--- src/rtl/mult_iter_booth4_if.sv ---
`default_nettype none
// +----------------------------------------------------------------------------+
// | Module   : mult_iter_booth4_if                                             |
// | Brief    : Operand-issue / result-consume handshake bundle for the         |
// |            iterative Booth multiplier. is_signed exists with MULT_SIGNED_EN.|
// | Revision : 1.0                                                             |
// +----------------------------------------------------------------------------+
interface mult_iter_booth4_if #(
   parameter int WIDTH = 8
);
   logic                 in_valid;
   logic                 in_ready;
   logic [WIDTH-1:0]     x;
   logic [WIDTH-1:0]     y;
`ifdef MULT_SIGNED_EN
   logic                 is_signed;
`endif
   logic                 out_valid;
   logic                 out_ready;
   logic [2*WIDTH-1:0]   o;

   modport master (
`ifdef MULT_SIGNED_EN
      output is_signed,
`endif
      output in_valid, x, y, out_ready,
      input  in_ready, out_valid, o
   );

   modport slave (
`ifdef MULT_SIGNED_EN
      input  is_signed,
`endif
      input  in_valid, x, y, out_ready,
      output in_ready, out_valid, o
   );
endinterface
`default_nettype wire

--- src/rtl/mult_iter_booth4.sv ---
`default_nettype none
// +----------------------------------------------------------------------------+
// | Module   : mult_iter_booth4                                                |
// | Brief    : Iterative radix-4 Booth multiplier, one digit per cycle, with   |
// |            valid/ready in and out. MULT_SIGNED_EN adds two's-complement.   |
// | Revision : 1.0                                                             |
// +----------------------------------------------------------------------------+
module mult_iter_booth4 #(
   parameter int WIDTH = 8
) (
   input wire                clk,
   input wire                rst_n,
   mult_iter_booth4_if.slave bus
);
   localparam int c_ndig = WIDTH / 2 + 1;
   localparam int c_aw   = 2 * WIDTH + 2;
   localparam int c_yw   = WIDTH + 3;
   localparam int c_cw   = $clog2(c_ndig + 1);

   typedef enum logic [1:0] {
      S_IDLE = 2'd0,
      S_CALC = 2'd1,
      S_DONE = 2'd2
   } state_t;

   state_t              r_state;
   state_t              w_state_next;
   logic [c_aw-1:0]     r_acc;
   logic [c_aw-1:0]     r_xsh;
   logic [c_yw-1:0]     r_y;
   logic [c_cw-1:0]     r_cnt;
   logic [2*WIDTH-1:0]  r_o;
   logic                r_out_valid;
   logic [c_aw-1:0]     w_pp;
   logic [c_aw-1:0]     w_acc_next;
   logic [c_aw-1:0]     w_x_ext;
   logic [c_yw-1:0]     w_y_ext;
   logic                w_sgn;
   logic                w_last;
   logic                w_in_ready;

`ifdef MULT_SIGNED_EN
   assign w_sgn = bus.is_signed;
`else
   assign w_sgn = 1'b0;
`endif

   // y carries the implicit zero below its LSB so digit i reads r_y[2:0] after i shifts
   assign w_x_ext = {{(c_aw - WIDTH){w_sgn & bus.x[WIDTH-1]}}, bus.x};
   assign w_y_ext = {{2{w_sgn & bus.y[WIDTH-1]}}, bus.y, 1'b0};
   assign w_last  = (r_cnt == c_cw'(1));

   always_ff @(posedge clk or negedge rst_n) begin
      if (!rst_n) begin
         r_state <= S_IDLE;
      end else begin
         r_state <= w_state_next;
      end
   end

   always_comb begin
      w_state_next = r_state;
      w_in_ready   = 1'b0;
      case (r_state)
         S_IDLE: begin
            w_in_ready = 1'b1;
            if (bus.in_valid) w_state_next = S_CALC;
         end
         S_CALC: begin
            if (w_last) w_state_next = S_DONE;
         end
         S_DONE: begin
            if (bus.out_ready) w_state_next = S_IDLE;
         end
         default: w_state_next = S_IDLE;
      endcase
   end

   // Booth digit selection: multiples of the already-shifted multiplicand
   always_comb begin
      w_pp = '0;
      case (r_y[2:0])
         3'b001, 3'b010: w_pp = r_xsh;
         3'b011:         w_pp = r_xsh << 1;
         3'b100:         w_pp = -(r_xsh << 1);
         3'b101, 3'b110: w_pp = -r_xsh;
         default:        w_pp = '0;
      endcase
   end

   assign w_acc_next = r_acc + w_pp;

   always_ff @(posedge clk or negedge rst_n) begin
      if (!rst_n) begin
         r_acc       <= '0;
         r_xsh       <= '0;
         r_y         <= '0;
         r_cnt       <= '0;
         r_o         <= '0;
         r_out_valid <= 1'b0;
      end else begin
         case (r_state)
            S_IDLE: begin
               if (bus.in_valid) begin
                  r_acc <= '0;
                  r_xsh <= w_x_ext;
                  r_y   <= w_y_ext;
                  r_cnt <= c_cw'(c_ndig);
               end
            end
            S_CALC: begin
               r_acc <= w_acc_next;
               r_xsh <= r_xsh << 2;
               r_y   <= {2'b00, r_y[c_yw-1:2]};
               r_cnt <= r_cnt - c_cw'(1);
               if (w_last) begin
                  r_out_valid <= 1'b1;
                  r_o         <= w_acc_next[2*WIDTH-1:0];
               end
            end
            S_DONE: begin
               if (bus.out_ready) r_out_valid <= 1'b0;
            end
            default: r_out_valid <= 1'b0;
         endcase
      end
   end

   assign bus.in_ready  = w_in_ready;
   assign bus.out_valid = r_out_valid;
   assign bus.o         = r_o;

endmodule
`default_nettype wire
--- src/flat_wrapper.sv ---
// flat-port wrapper written by rule: the top's interface ports become plain ports
module mult_iter_booth4_flat 
#(
   parameter int WIDTH = 8
)
  (clk, rst_n, bus_in_valid, bus_x, bus_y, bus_out_ready, bus_in_ready, bus_out_valid, bus_o);
  mult_iter_booth4_if #(.WIDTH(WIDTH)) bus_i ();
  input wire clk;
  input wire rst_n;
  input wire logic [$bits(bus_i.in_valid)-1:0] bus_in_valid;
  input wire logic [$bits(bus_i.x)-1:0] bus_x;
  input wire logic [$bits(bus_i.y)-1:0] bus_y;
  input wire logic [$bits(bus_i.out_ready)-1:0] bus_out_ready;
  output wire logic [$bits(bus_i.in_ready)-1:0] bus_in_ready;
  output wire logic [$bits(bus_i.out_valid)-1:0] bus_out_valid;
  output wire logic [$bits(bus_i.o)-1:0] bus_o;
  assign bus_i.in_valid = bus_in_valid;
  assign bus_i.x = bus_x;
  assign bus_i.y = bus_y;
  assign bus_i.out_ready = bus_out_ready;
  assign bus_in_ready = bus_i.in_ready;
  assign bus_out_valid = bus_i.out_valid;
  assign bus_o = bus_i.o;
  mult_iter_booth4 #(.WIDTH(WIDTH)) u_core (.clk(clk), .rst_n(rst_n), .bus(bus_i));
endmodule
--- config.mk ---
export PLATFORM = sky130hd
export DESIGN_NAME = mult_iter_booth4_flat
export DESIGN_NICKNAME = d
export VERILOG_FILES = /design/src/rtl/mult_iter_booth4_if.sv /design/src/rtl/mult_iter_booth4.sv /design/src/flat_wrapper.sv
export SDC_FILE = /design/constraint.sdc
export NUM_CORES = 1
export LEC_CHECK = 0
export CAP_MARGIN = 25
export CORE_MARGIN = 10
export CORE_UTILIZATION = 54
export CTS_CLUSTER_DIAMETER = 80
export DETAILED_ROUTE_END_ITERATION = 16
export GPL_TIMING_DRIVEN = 0
export HOLD_SLACK_MARGIN = 0.05
export MAX_ROUTING_LAYER = met4
export PLACE_DENSITY_LB_ADDON = 0.05
export RECOVER_POWER = 25
export SLEW_MARGIN = 20
export SYNTH_ARGS = -nofsm -noshare
export SYNTH_HDL_FRONTEND = slang
export SYNTH_SLANG_ARGS = --single-unit
--- constraint.sdc ---
create_clock -name clk -period 12.8 [get_ports clk]
set_clock_uncertainty 0.1 [all_clocks]
set_input_delay 1.28 -clock clk [delete_from_list [all_inputs] [get_ports clk]]
set_output_delay 1.28 -clock clk [all_outputs]
set_load 0.02 [all_outputs]
### Word-level counts from Yosys, hierarchy flattened

Cells that the tools add are included.

| word-level totals | value |
|---|---|
| word-level logic and storage cells | 49 |
| bits in registers | 69 |

| cells by class | value |
|---|---|
| bitwise logic cells | 1 |
| muxes and demuxes | 17 |
| reduce and logical (&&, ||, !) cells | 8 |
| add/sub/neg operators | 4 |
| equality and inequality tests | 12 |

Operators by type and width:

| kind | count |
|---|---|
| case mux 18 bit (2 select lines) | 2 |
| case mux 18 bit (4 select lines) | 1 |
| 2-to-1 mux 18 bit | 2 |
| negator 18 bit | 2 |
| case mux 11 bit (2 select lines) | 1 |
| adder 18 bit | 1 |
| 2-to-1 mux 11 bit | 1 |
| equality test 3 bit (second input constant) | 3 |
| equality test 3 x 1 -> 1 bit (second input constant) | 2 |
| equality test 3 x 2 -> 1 bit (second input constant) | 2 |
| 2-to-1 mux 2 bit | 3 |
| case mux 2 bit (3 select lines) | 1 |
| case mux 3 bit (2 select lines) | 1 |
| AND reduction 3 bit | 2 |
| != test 2 bit (second input constant) | 2 |
| AND reduction 2 bit | 2 |
| OR reduction 2 bit | 2 |
| 2-to-1 mux 1 bit | 3 |
| 2-to-1 mux 3 bit | 1 |
| case mux 1 bit (3 select lines) | 1 |
| subtractor 3 x 1 -> 3 bit (second input constant) | 1 |
| equality test 2 x 1 -> 1 bit (second input constant) | 1 |
| equality test 2 bit (second input constant) | 1 |
| logical NOT 2 bit | 1 |
| 3 further kinds | 3 |

### Longest topological paths before layout

Gate-level depths: netlist of the first run.

| logic depth | value |
|---|---|
| depth after elaboration | 5 |
| gate-level depth with buffers | 18 |
| mapped depth without buffers | 17 |

### Worst setup path before layout of the first run

No wires, ideal clock.

| timing | value |
|---|---|
| path type | reg2reg |
| start point | register u_core.r_xsh[1] |
| end point | register u_core.r_o[15] (netlist: u_core.bus.o[15]) |
| required time | 12.579 ns |
| slack | 8.680 ns |
| cell stages (with the launch flop) | 19 |
| arrival | 3.899 ns |
| library setup time | 0.121 ns |
| clock period less this slack | 4.120 ns |
| path buffers | 1 |
| path through | dfrtp_1 > inv_1 > ha_1 > or3b_4 > or2_2 > or4_1 > nand2_1 > xnor2_1 > a221oi_1 > a31oi_1 > ha_1 > clkbuf_1 > a21o_1 > o21bai_1 > a221oi_1 > o31ai_1 > xor2_1 > xnor2_1 > o21ai_1 |

| between the ends | value |
|---|---|
| longest elaborated chain between the ends | 3 |

Ends and longest elaborated chain:

| element | line | source |
|---|---|---|
| start, declared | mult_iter_booth4.sv:29 | `logic [c_aw-1:0] r_xsh;` |
| start signal, assigned | mult_iter_booth4.sv:106 | `r_xsh <= w_x_ext;` |
| start signal, assigned | mult_iter_booth4.sv:113 | `r_xsh <= r_xsh << 2;` |
| negator 18 bit (on tied branches) | mult_iter_booth4.sv:86, mult_iter_booth4.sv:85 |  |
| case mux 18 bit (4 select lines) * | mult_iter_booth4.sv:82 | `case (r_y[2:0])` |
| adder 18 bit * | mult_iter_booth4.sv:91 | `assign w_acc_next = r_acc + w_pp;` |
| end signal, assigned | mult_iter_booth4.sv:118 | `r_o <= w_acc_next[2*WIDTH-1:0];` |
| end, declared | mult_iter_booth4.sv:32 | `logic [2*WIDTH-1:0] r_o;` |

Mark *: on every way between the ends. The rest lies on a longest branch, timed or not.
A chain may end at the register's enable or synchronous reset.

### Worst setup path after layout of the first run

| timing | value |
|---|---|
| start point | register u_core.r_xsh[0] |
| end point | register u_core.r_o[15] (netlist: u_core.bus.o[15]) |

Same word-level chain as after synthesis.

==> results of run 1 <==
registers in the layout, indices dropped and copies added, names as in the netlist:
signal and flops:
u_core.r_y 9, u_core.r_xsh 16, u_core.r_acc 16, u_core.r_state 2, u_core.bus.o 16, u_core.bus.out_valid 1
u_core.r_cnt 3
kinds of logic after synthesis:
logic type / synth area share (%)
and+or+nand+nor: 18.1
buffers and inverters: 5.83
adders and majority gates: 5.72
DFF: 36.7
xor gates and xnor gates: 5.31
AOI/OAI and AO/OA: 23.7
muxes: 4.58
layer usage:
metal,vias to the layer above,routed length (um)
li1,1830,-
met2,129,5330
met4,0,201
met5,-,0
met3,16,652
met1,1812,5570
layout by cell type, fill, tap and decap left out, types with 5 or more instances in the layout:
cell             instances
dfrtp_1                 63
nand2_1                 58
o21ai_0                 47
a21oi_1                 38
clkdlybuf4s50_1         36
clkbuf_1                25
nor2_1                  25
ha_1                    18
a22o_1                  17
xnor2_1                 16
nor2b_1                 13
mux2_2                  13
inv_1                   10
clkbuf_8                10
xor2_1                  10
and3b_1                  9
nor3_1                   8
a22oi_1                  7
buf_6                    6
nand2b_1                 6
nand3_1                  6
a31oi_1                  5
mux2i_1                  5
a21o_1                   5
where the power goes:
part / internal (W) / switching [W]
clock network: 0.0000926 / 0.0000918
registers: 0.000282 / 0.0000572
logic: 0.000378 / 0.000527
total: 0.000752 / 0.000676
final cells by class:
type / instances / area [um^2] / area share, %
clock buffers: 9 / 124 / 2.48
flip-flops and latches: 63 / 1580 / 31.6
well taps: 102 / 128 / 2.56
inverters: 10 / 37.5 / 0.752
plain buffers: 36 / 213 / 4.26
multi-input cells: 369 / 2460 / 49.4
clock inverters: 7 / 80.1 / 1.60
repair buffers: 38 / 368 / 7.37
through the flow:
| step | hold WS [ns] | std cells |
|---|---|---|
| 2_1_floorplan | 0.350 | 478 |
| 3_3_place_gp | 0.362 | 617 |
| 3_5_place_dp | 0.373 | 618 |
| 4_1_cts | 0.397 | 634 |
| 5_1_grt | 0.431 | 634 |
| 6_report | 0.391 | 634 |
critical path, stage by stage, from the launching register on:
cell      delay, ns
dfrtp_1        0.47
inv_1          0.10
ha_1           0.22
or3b_4         0.45
or2_2          0.34
or4_1          0.50
nand2_1        0.12
xnor2_1        0.16
a221oi_1       0.11
a31oi_1        0.29
ha_1           0.29
clkbuf_1       0.19
a21o_1         0.23
o21bai_1       0.17
a221oi_1       0.27
o31ai_1        0.12
xor2_1         0.36
xnor2_1        0.17
o21ai_1        0.08
final timing paths:
check	to	slack, ns	depth (start not counted)
setup / recovery	u_core.bus.o[15]$_DFFE_PN0P_	7.97	18
hold / removal	u_core.r_acc[12]$_DFFE_PN0P_	0.39	2
setup reg to reg	u_core.bus.o[15]$_DFFE_PN0P_	7.97	18
hold reg to reg	u_core.r_acc[12]$_DFFE_PN0P_	0.39	2
max in group asynchronous	u_core.r_xsh[7]$_DFFE_PN0P_	8.76	2
min in group asynchronous	u_core.bus.o[5]$_DFFE_PN0P_	0.97	1
==> impl_metrics.yaml, run 1 <==
timing:
  finalSetupViolCount: 0
  relSlewSlack_pct: -65.7
  worst_slew_pin_slew_ns: 2.49
  slew_viol_final: 46
  fmax_ghz: 0.207
  finalWorstSetupSlack_ns: 7.97
  tns_ns: 0
  period_needed_ns: 4.83
  hold_violations: 0
  finalCritPeriodShare_pct: 37.7
  rsz0062_at_grt: "false"
logic_synthesis:
  synth_most_common_cell: "dfrtp_1"
  synth-seq-area-share_pct: 36.7
  ys_ff_latch: 63
  yosysTopAreaCell: "dfrtp_1"
  synthTopCellsByArea: "dfrtp_1, o21ai_0, ha_1"
  synth-main-ff-cell: "dfrtp_1"
  synthTopCellsByCount: "dfrtp_1, nand2_1, o21ai_0"
  postSynthCellCount: 478
  synth_edf_count: 0
  syn_nets: 517
  async_flop_share_pct: 100
  synth_cell_type_count: 62
  avgSynthCellArea_um2: 8.98
  yosys_warnings: 0
  synth_top_area_share_pct: 36.7
  netlist_area_um2: 4290
clock_network:
  path_clk_slew_ns: 0.09
  cts_tree: "built"
  insertion_delay_ns: 0.35
  cts_setup_buffers: 0
  root_buffer: "clkbuf_8"
  ctsResizeCount: 0
  ctsHoldBuffers: 0
  cts_buffer_depth: 2
  cts_buffers: 9
  cts.sinks: 63
  ctsHtreeMaxLevel: 3
detailed_routing:
  routed_wl_um: 11800
  ant_nets: 0
  via_per_inst: 5.97
  drc_errors: 0
  dr.pass1.iters: 7
  drt_iter0_drc: 219
  wl_per_cell_um: 18.5
  vias: 3787
floorplanning:
  rows: 32
  initial_core_util_pct: 55.5
  dieArea_um2: 11900
  core_um2: 7730
  die_w_um: 109
  pin_count: 38
  die_y_um: 109
finish:
  final_area_um2: 4990
  antenna_cells: 0
  fill_cells: 688
  area_growth_syn_to_layout_pct: 16.3
  layout-drive-gt1-share_pct: 9.59
  final_core_utilization_pct: 64.6
  final_nets: 566
placement:
  gp_congestion: 0.957
  place_ws_ns: 8.05
  placed_cell_area_um2: 4810
  hpwl_um: 8560
  io_buffers: 37
status:
  outcome: "finished, violations left"
  violations: "max-capacitance violations, max-slew violations"
pwr:
  cellLeakagePower_nw: 2.18
  vdd_ir_drop_max_mv: 0.153
  power_density_nw_per_um2: 286
  finalPower_w: 0.00143
global_route:
  met2_usage_pct: 32.4
  grt_usage_pct: 21.2
  overflow: 0
  grt_pass1_wl_um: 19400
  grtUsageMet1_pct: 28.0
  grt_pass1_vias: 3723
  grtUsageMet3_pct: 3.78
  antenna_found_initial: 0
  gr-max-usage-layer: "met2"
  grt_max_degree: 46
hold_path:
  hp-start: "u_core.r_acc[12]$_DFFE_PN0P_"
  hold_class: "register to register"
worst_setup_path:
  critical_path.startpoint: "u_core.r_xsh[0]$_DFFE_PN0P_"
  cp-end-kind: "register"
  r2r-start: "u_core.r_xsh[0]$_DFFE_PN0P_"
  required_ns: 12.95
  path_class: "register to register"
  worstPathArrival_ns: 4.98
  cp_max_fo: 8
  start_kind: "register"
flow_run:
  maxCapViolCount: 1
Power figures use the tool's default switching activity.
==> inputs of run 2 (changes only) <==
- clock period: 12.8 -> 4.6 ns (I/O delays scaled with it)
==> run 2 against run 1 <==
Effect of this change:
- cell area is 1.8% higher
- combinational power grew to 2.9 times the previous value
- via count is 1.3% higher
- non-clock buffer count is 6 higher
- setup slack worse by 7.8 ns
- count of clock-buffer cells in the layout stayed put
- sequential share of layout area is 0.50 points lower
- the flow now finishes without violations
- largest power group unchanged
- worst hold slack better by 0.0018 ns
- sequential power grew to 2.8 times the previous value
- register-to-register slack worse by 7.8 ns
- fmax is 8.1% higher
==> impl_metrics.yaml, run 2 (synthesis results as in run 1) <==
hold_path:
  hp-start: "u_core.bus.o[2]$_DFFE_PN0P_"
  hold_class: "register to register"
  holdPathStages: 2
  hold-path-endpoint: "u_core.bus.o[2]$_DFFE_PN0P_"
clock_network:
  cts.sinks: 63
  root_buffer: "clkbuf_8"
  ctsHtreeMaxLevel: 3
  path_clk_slew_ns: 0.08
  cts_tree: "built"
  cts_buffers: 9
  cts_buffer_depth: 2
  insertion_delay_ns: 0.35
placement:
  place_ws_ns: -0.153
  gp_congestion: 0.957
  hpwl_um: 8560
  io_buffers: 37
  dp_cells: 618
timing:
  hold_violations: 0
  finalCritPeriodShare_pct: 97.1
  relSlewSlack_pct: 22.5
  tns_ns: 0
  slew_viol_final: 0
  fmax_ghz: 0.224
  finalSetupViolCount: 0
  period_needed_ns: 4.47
  finalWorstSetupSlack_ns: 0.133
  worst_slew_pin_slew_ns: 1.16
floorplanning:
  pin_count: 38
  core_um2: 7730
  die_w_um: 109
  initial_core_util_pct: 55.5
  die_y_um: 109
  dieArea_um2: 11900
  rows: 32
detailed_routing:
  drc_errors: 0
  wl_per_cell_um: 18.4
  ant_nets: 0
  vias: 3835
  drt_iter0_drc: 227
  routed_wl_um: 11800
  via_per_inst: 5.99
  dr.pass1.iters: 5
pwr:
  power_frac_seq_pct: 23.2
  finalPower_w: 0.00406
  power_density_nw_per_um2: 799
  sw_frac_of_total_pct: 46.7
  vdd_ir_drop_max_mv: 0.428
  p_sw_w: 0.00190
  combPwrFrac_pct: 64.1
  internal_power_w: 0.00216
  power.clock.fraction_pct: 12.6
  cellLeakagePower_nw: 2.22
finish:
  area_growth_syn_to_layout_pct: 18.4
  final_nets: 572
  final_cell_mix: "dfrtp_1, nand2_1, o21ai_0"
  antenna_cells: 0
  layout-drive-gt1-share_pct: 11.7
  final_cells: 640
  final_common_cell: "dfrtp_1"
  fill_cells: 682
  final_core_utilization_pct: 65.7
worst_setup_path:
  reg2reg_depth: 18
  cp_max_fo: 5
  r2r-start: "u_core.r_xsh[1]$_DFFE_PN0P_"
  worstPathArrival_ns: 4.61
  required_ns: 4.74
  regToRegEndpoint: "u_core.r_acc[15]$_DFFE_PN0P_"
  cp-end-kind: "register"
  r2r_slack_ns: 0.13
  start_kind: "register"
  path_class: "register to register"
status:
  outcome: "finished, final reports clean"
global_route:
  grt_pass1_wl_um: 19400
  overflow: 0
  grt_pass1_vias: 3730
  antenna_found_initial: 0
  grt_usage_pct: 21.2
  grt_max_degree: 46
flow_run:
  maxCapViolCount: 0
==> run 2: timing repair <==
| action | in CTS | in global routing |
|---|---|---|
| endpoints found under the setup margin | 2 | 5 |
| buffers inserted | 1 | 5 |
| gates resized for setup | 3 | 3 |
| endpoints found under the hold margin | 18 | 0 |
| hold buffers | 1 | 0 |
| pin swaps | 0 | 1 |
==> run 2: final cells by class <==
type	instances	area (um^2)	share of cell area, %
clock inverters	7	80.1	1.58
flip-flops and latches	63	1580	31.1
inverters	10	37.5	0.739
plain buffers	35	209	4.11
multi-input cells	369	2470	48.7
clock buffers	9	124	2.44
repair buffers	45	447	8.80
well taps	102	128	2.51
==> run 2: worst max-delay path by stage <==
stage / start / endpoint / depth (start not counted)
2_1_floorplan: u_core.r_xsh[1]$_DFFE_PN0P_ / u_core.bus.o[15]$_DFFE_PN0P_ / 18
3_3_place_gp: u_core.r_xsh[1]$_DFFE_PN0P_ / u_core.bus.o[15]$_DFFE_PN0P_ / 18
3_5_place_dp: u_core.r_xsh[1]$_DFFE_PN0P_ / u_core.bus.o[15]$_DFFE_PN0P_ / 18
4_1_cts: u_core.r_xsh[1]$_DFFE_PN0P_ / u_core.r_acc[15]$_DFFE_PN0P_ / 18
5_1_grt: u_core.r_xsh[1]$_DFFE_PN0P_ / u_core.r_acc[15]$_DFFE_PN0P_ / 18
6_report: u_core.r_xsh[1]$_DFFE_PN0P_ / u_core.r_acc[15]$_DFFE_PN0P_ / 18
==> run 2: per-layer routing <==
metal  part of all wire [%]  track usage [%]  vias to the layer above
met2                     45             32.4                      136
met5                      0                -                        -
met1                     48             28.0                     1836
met3                    5.4             3.78                       17
li1                       -                -                     1846
met4                    1.7             6.21                        0
==> run 2: power by group through the flow <==
stage | Combinational [W] | Sequential [W] | Clock [W]
3_3_place_gp | 0.00244 | 0.000941 | 0
3_5_place_dp | 0.00249 | 0.000952 | 0
5_1_grt | 0.00285 | 0.000972 | 0.000546
6_report | 0.00260 | 0.000943 | 0.000513
2_1_floorplan | 0.00175 | 0.000990 | 0
4_1_cts | 0.00253 | 0.000943 | 0.000527
==> run 2: critical path, stage by stage (launching register included) <==
cell	delay, ns
dfrtp_2	0.45
inv_1	0.09
ha_2	0.21
or3b_4	0.42
or2_4	0.27
or4_4	0.45
nand2_1	0.10
xnor2_1	0.16
a221oi_1	0.12
a31oi_1	0.30
ha_2	0.36
a21o_1	0.20
o21bai_1	0.17
a221oi_1	0.28
o31ai_1	0.13
xor2_1	0.15
buf_4	0.16
a21oi_1	0.14
o22ai_1	0.09
==> run 2: per-stage QoR <==
step | instance area, um^2 | hold WS (ns)
final | 5080 | 0.393
after global routing | 5080 | 0.431
after CTS | 5040 | 0.397
after detailed placement | 4810 | 0.260
after global placement | 4790 | 0.362
after floorplan | 4290 | 0.0644
==> inputs of run 3 (changes only) <==
- SLEW_MARGIN: 20 -> 10
==> run 3 against run 2 <==
Effect of this change:
- the run now ends with max-capacitance violations, max-slew violations left
- fmax increased by 1.8%
- register-to-register slack improved by 0.08 ns
- count of clock-buffer cells in the layout unchanged
- first-iteration DRC count decreased by 2.6%
- critical path depth decreased by 2
- utilization decreased by 0.40 points
- critical path type unchanged
- global-route usage about the same
- total power decreased by 0.15%
- via count decreased by 0.44%
- die area unchanged
- critical endpoint is now u_core.bus.o[15]$_DFFE_PN0P_
==> impl_metrics.yaml, run 3 (synthesis results as in run 1) <==
status:
  outcome: "finished, violations left"
  violations: "max-capacitance violations, max-slew violations"
finish:
  antenna_cells: 0
  area_growth_syn_to_layout_pct: 17.6
  final_cell_mix: "dfrtp_1, nand2_1, o21ai_0"
  layout-drive-gt1-share_pct: 11.5
  final_nets: 566
  final_core_utilization_pct: 65.3
  final_area_um2: 5050
  final_common_cell: "dfrtp_1"
worst_setup_path:
  worstPathArrival_ns: 4.53
  cp_max_fo: 8
  cp-end-kind: "register"
  start_kind: "register"
  r2r_slack_ns: 0.21
  r2r-start: "u_core.r_xsh[1]$_DFFE_PN0P_"
  critical_path.startpoint: "u_core.r_xsh[1]$_DFFE_PN0P_"
  required_ns: 4.75
  path_class: "register to register"
timing:
  hold_violations: 0
  fmax_ghz: 0.228
  slew_viol_final: 64
  rsz0062_at_grt: "false"
  whs_ns: 0.390
  worst_slew_pin_slew_ns: 3.43
  tns_ns: 0
  finalSetupViolCount: 0
  finalCritPeriodShare_pct: 95.4
  relSlewSlack_pct: -129
  period_needed_ns: 4.39
pwr:
  internal_power_w: 0.00215
  combPwrFrac_pct: 64.2
  p_sw_w: 0.00190
  sw_frac_of_total_pct: 47.0
  power_density_nw_per_um2: 803
  power_frac_seq_pct: 23.3
  vdd_ir_drop_max_mv: 0.398
  cellLeakagePower_nw: 2.19
  power.clock.fraction_pct: 12.5
clock_network:
  path_clk_slew_ns: 0.08
  insertion_delay_ns: 0.36
  ctsHtreeMaxLevel: 3
  root_buffer: "clkbuf_8"
  cts_buffer_depth: 2
  ctsHoldBuffers: 0
  cts_buffers: 9
  cts.sinks: 63
  cts_tree: "built"
hold_path:
  hold_class: "register to register"
  hp-start: "u_core.bus.o[2]$_DFFE_PN0P_"
global_route:
  grt_usage_pct: 21.1
  grt_max_degree: 64
  grt_pass1_wl_um: 19300
  grt_pass1_vias: 3709
  antenna_found_initial: 0
  overflow: 0
detailed_routing:
  ant_nets: 0
  vias: 3818
  wl_per_cell_um: 18.6
  drt_iter0_drc: 221
  drc_errors: 0
  dr.pass1.iters: 5
  routed_wl_um: 11800
  via_per_inst: 6.02
floorplanning:
  die_w_um: 109
  rows: 32
  die_y_um: 109
  dieArea_um2: 11900
  pin_count: 38
  initial_core_util_pct: 55.5
  core_um2: 7730
placement:
  placed_cell_area_um2: 4790
  gp_congestion: 0.957
  hpwl_um: 8460
  io_buffers: 37
flow_run:
  maxCapViolCount: 1
-- run 3: final cells by class --
class / instances / area [um^2]
repair buffers: 39 / 379
clock inverters: 7 / 80.1
clock buffers: 9 / 124
multi-input cells: 369 / 2510
well taps: 102 / 128
plain buffers: 35 / 209
inverters: 10 / 37.5
fillers: 670 / 2680
flip-flops and latches: 63 / 1580
-- run 3: power by group through the flow --
| stage | clock [W] | combinational (W) | sequential, W |
|---|---|---|---|
| after floorplan | 0 | 0.00175 | 0.000990 |
| after global placement | 0 | 0.00244 | 0.000941 |
| after detailed placement | 0 | 0.00249 | 0.000948 |
| after CTS | 0.000517 | 0.00253 | 0.000940 |
| after global routing | 0.000546 | 0.00286 | 0.000971 |
| final | 0.000507 | 0.00260 | 0.000943 |
-- run 3: repair_timing --
item                       4_1_cts  5_1_grt
setup endpoints to repair        2        5
pin swaps                        0        2
setup buffers                    1        1
gates resized for setup          3        8
cloned                           0        0
-- run 3: worst paths after layout --
path                       depth (start not counted)                            to
max reg2reg                                       16  u_core.bus.o[15]$_DFFE_PN0P_
max in group asynchronous                          1   u_core.r_xsh[0]$_DFFE_PN0P_
min reg2reg                                        2   u_core.bus.o[2]$_DFFE_PN0P_
max                                               16  u_core.bus.o[15]$_DFFE_PN0P_
min in group asynchronous                          1   u_core.bus.o[6]$_DFFE_PN0P_
min                                                2   u_core.bus.o[2]$_DFFE_PN0P_
-- run 3: layer usage --
metal  track usage (%)  share of wire (%)  vias up  wire [um]
li1                  -                  -     1832          -
met1              28.6                 47     1821       5530
met2              30.9                 45      138       5260
met3              3.24                6.1       27        718
met4              8.47                2.6        0        304
met5                 -                  0        -          0
-- run 3: worst max-delay path: stages (launching register included) --
cell	delay, ns
dfrtp_2	0.45
inv_1	0.09
ha_2	0.21
or3b_4	0.44
or2_4	0.28
or4_4	0.46
a221oi_1	0.29
o21ai_0	0.24
ha_1	0.33
clkbuf_1	0.26
and3_1	0.23
nand2b_1	0.08
o31ai_1	0.27
xor2_1	0.19
buf_4	0.16
xnor2_1	0.12
o21ai_1	0.08
-- run 3: through the flow --
step / total power (W) / instances / worst slack [ns]
after global routing: 0.00438 / 634 / 0.00812
after CTS: 0.00399 / 633 / 0.0332
final: 0.00405 / 634 / 0.212
after detailed placement: 0.00344 / 617 / -0.151
after global placement: 0.00338 / 617 / -0.119
after floorplan: 0.00274 / 478 / 0.480
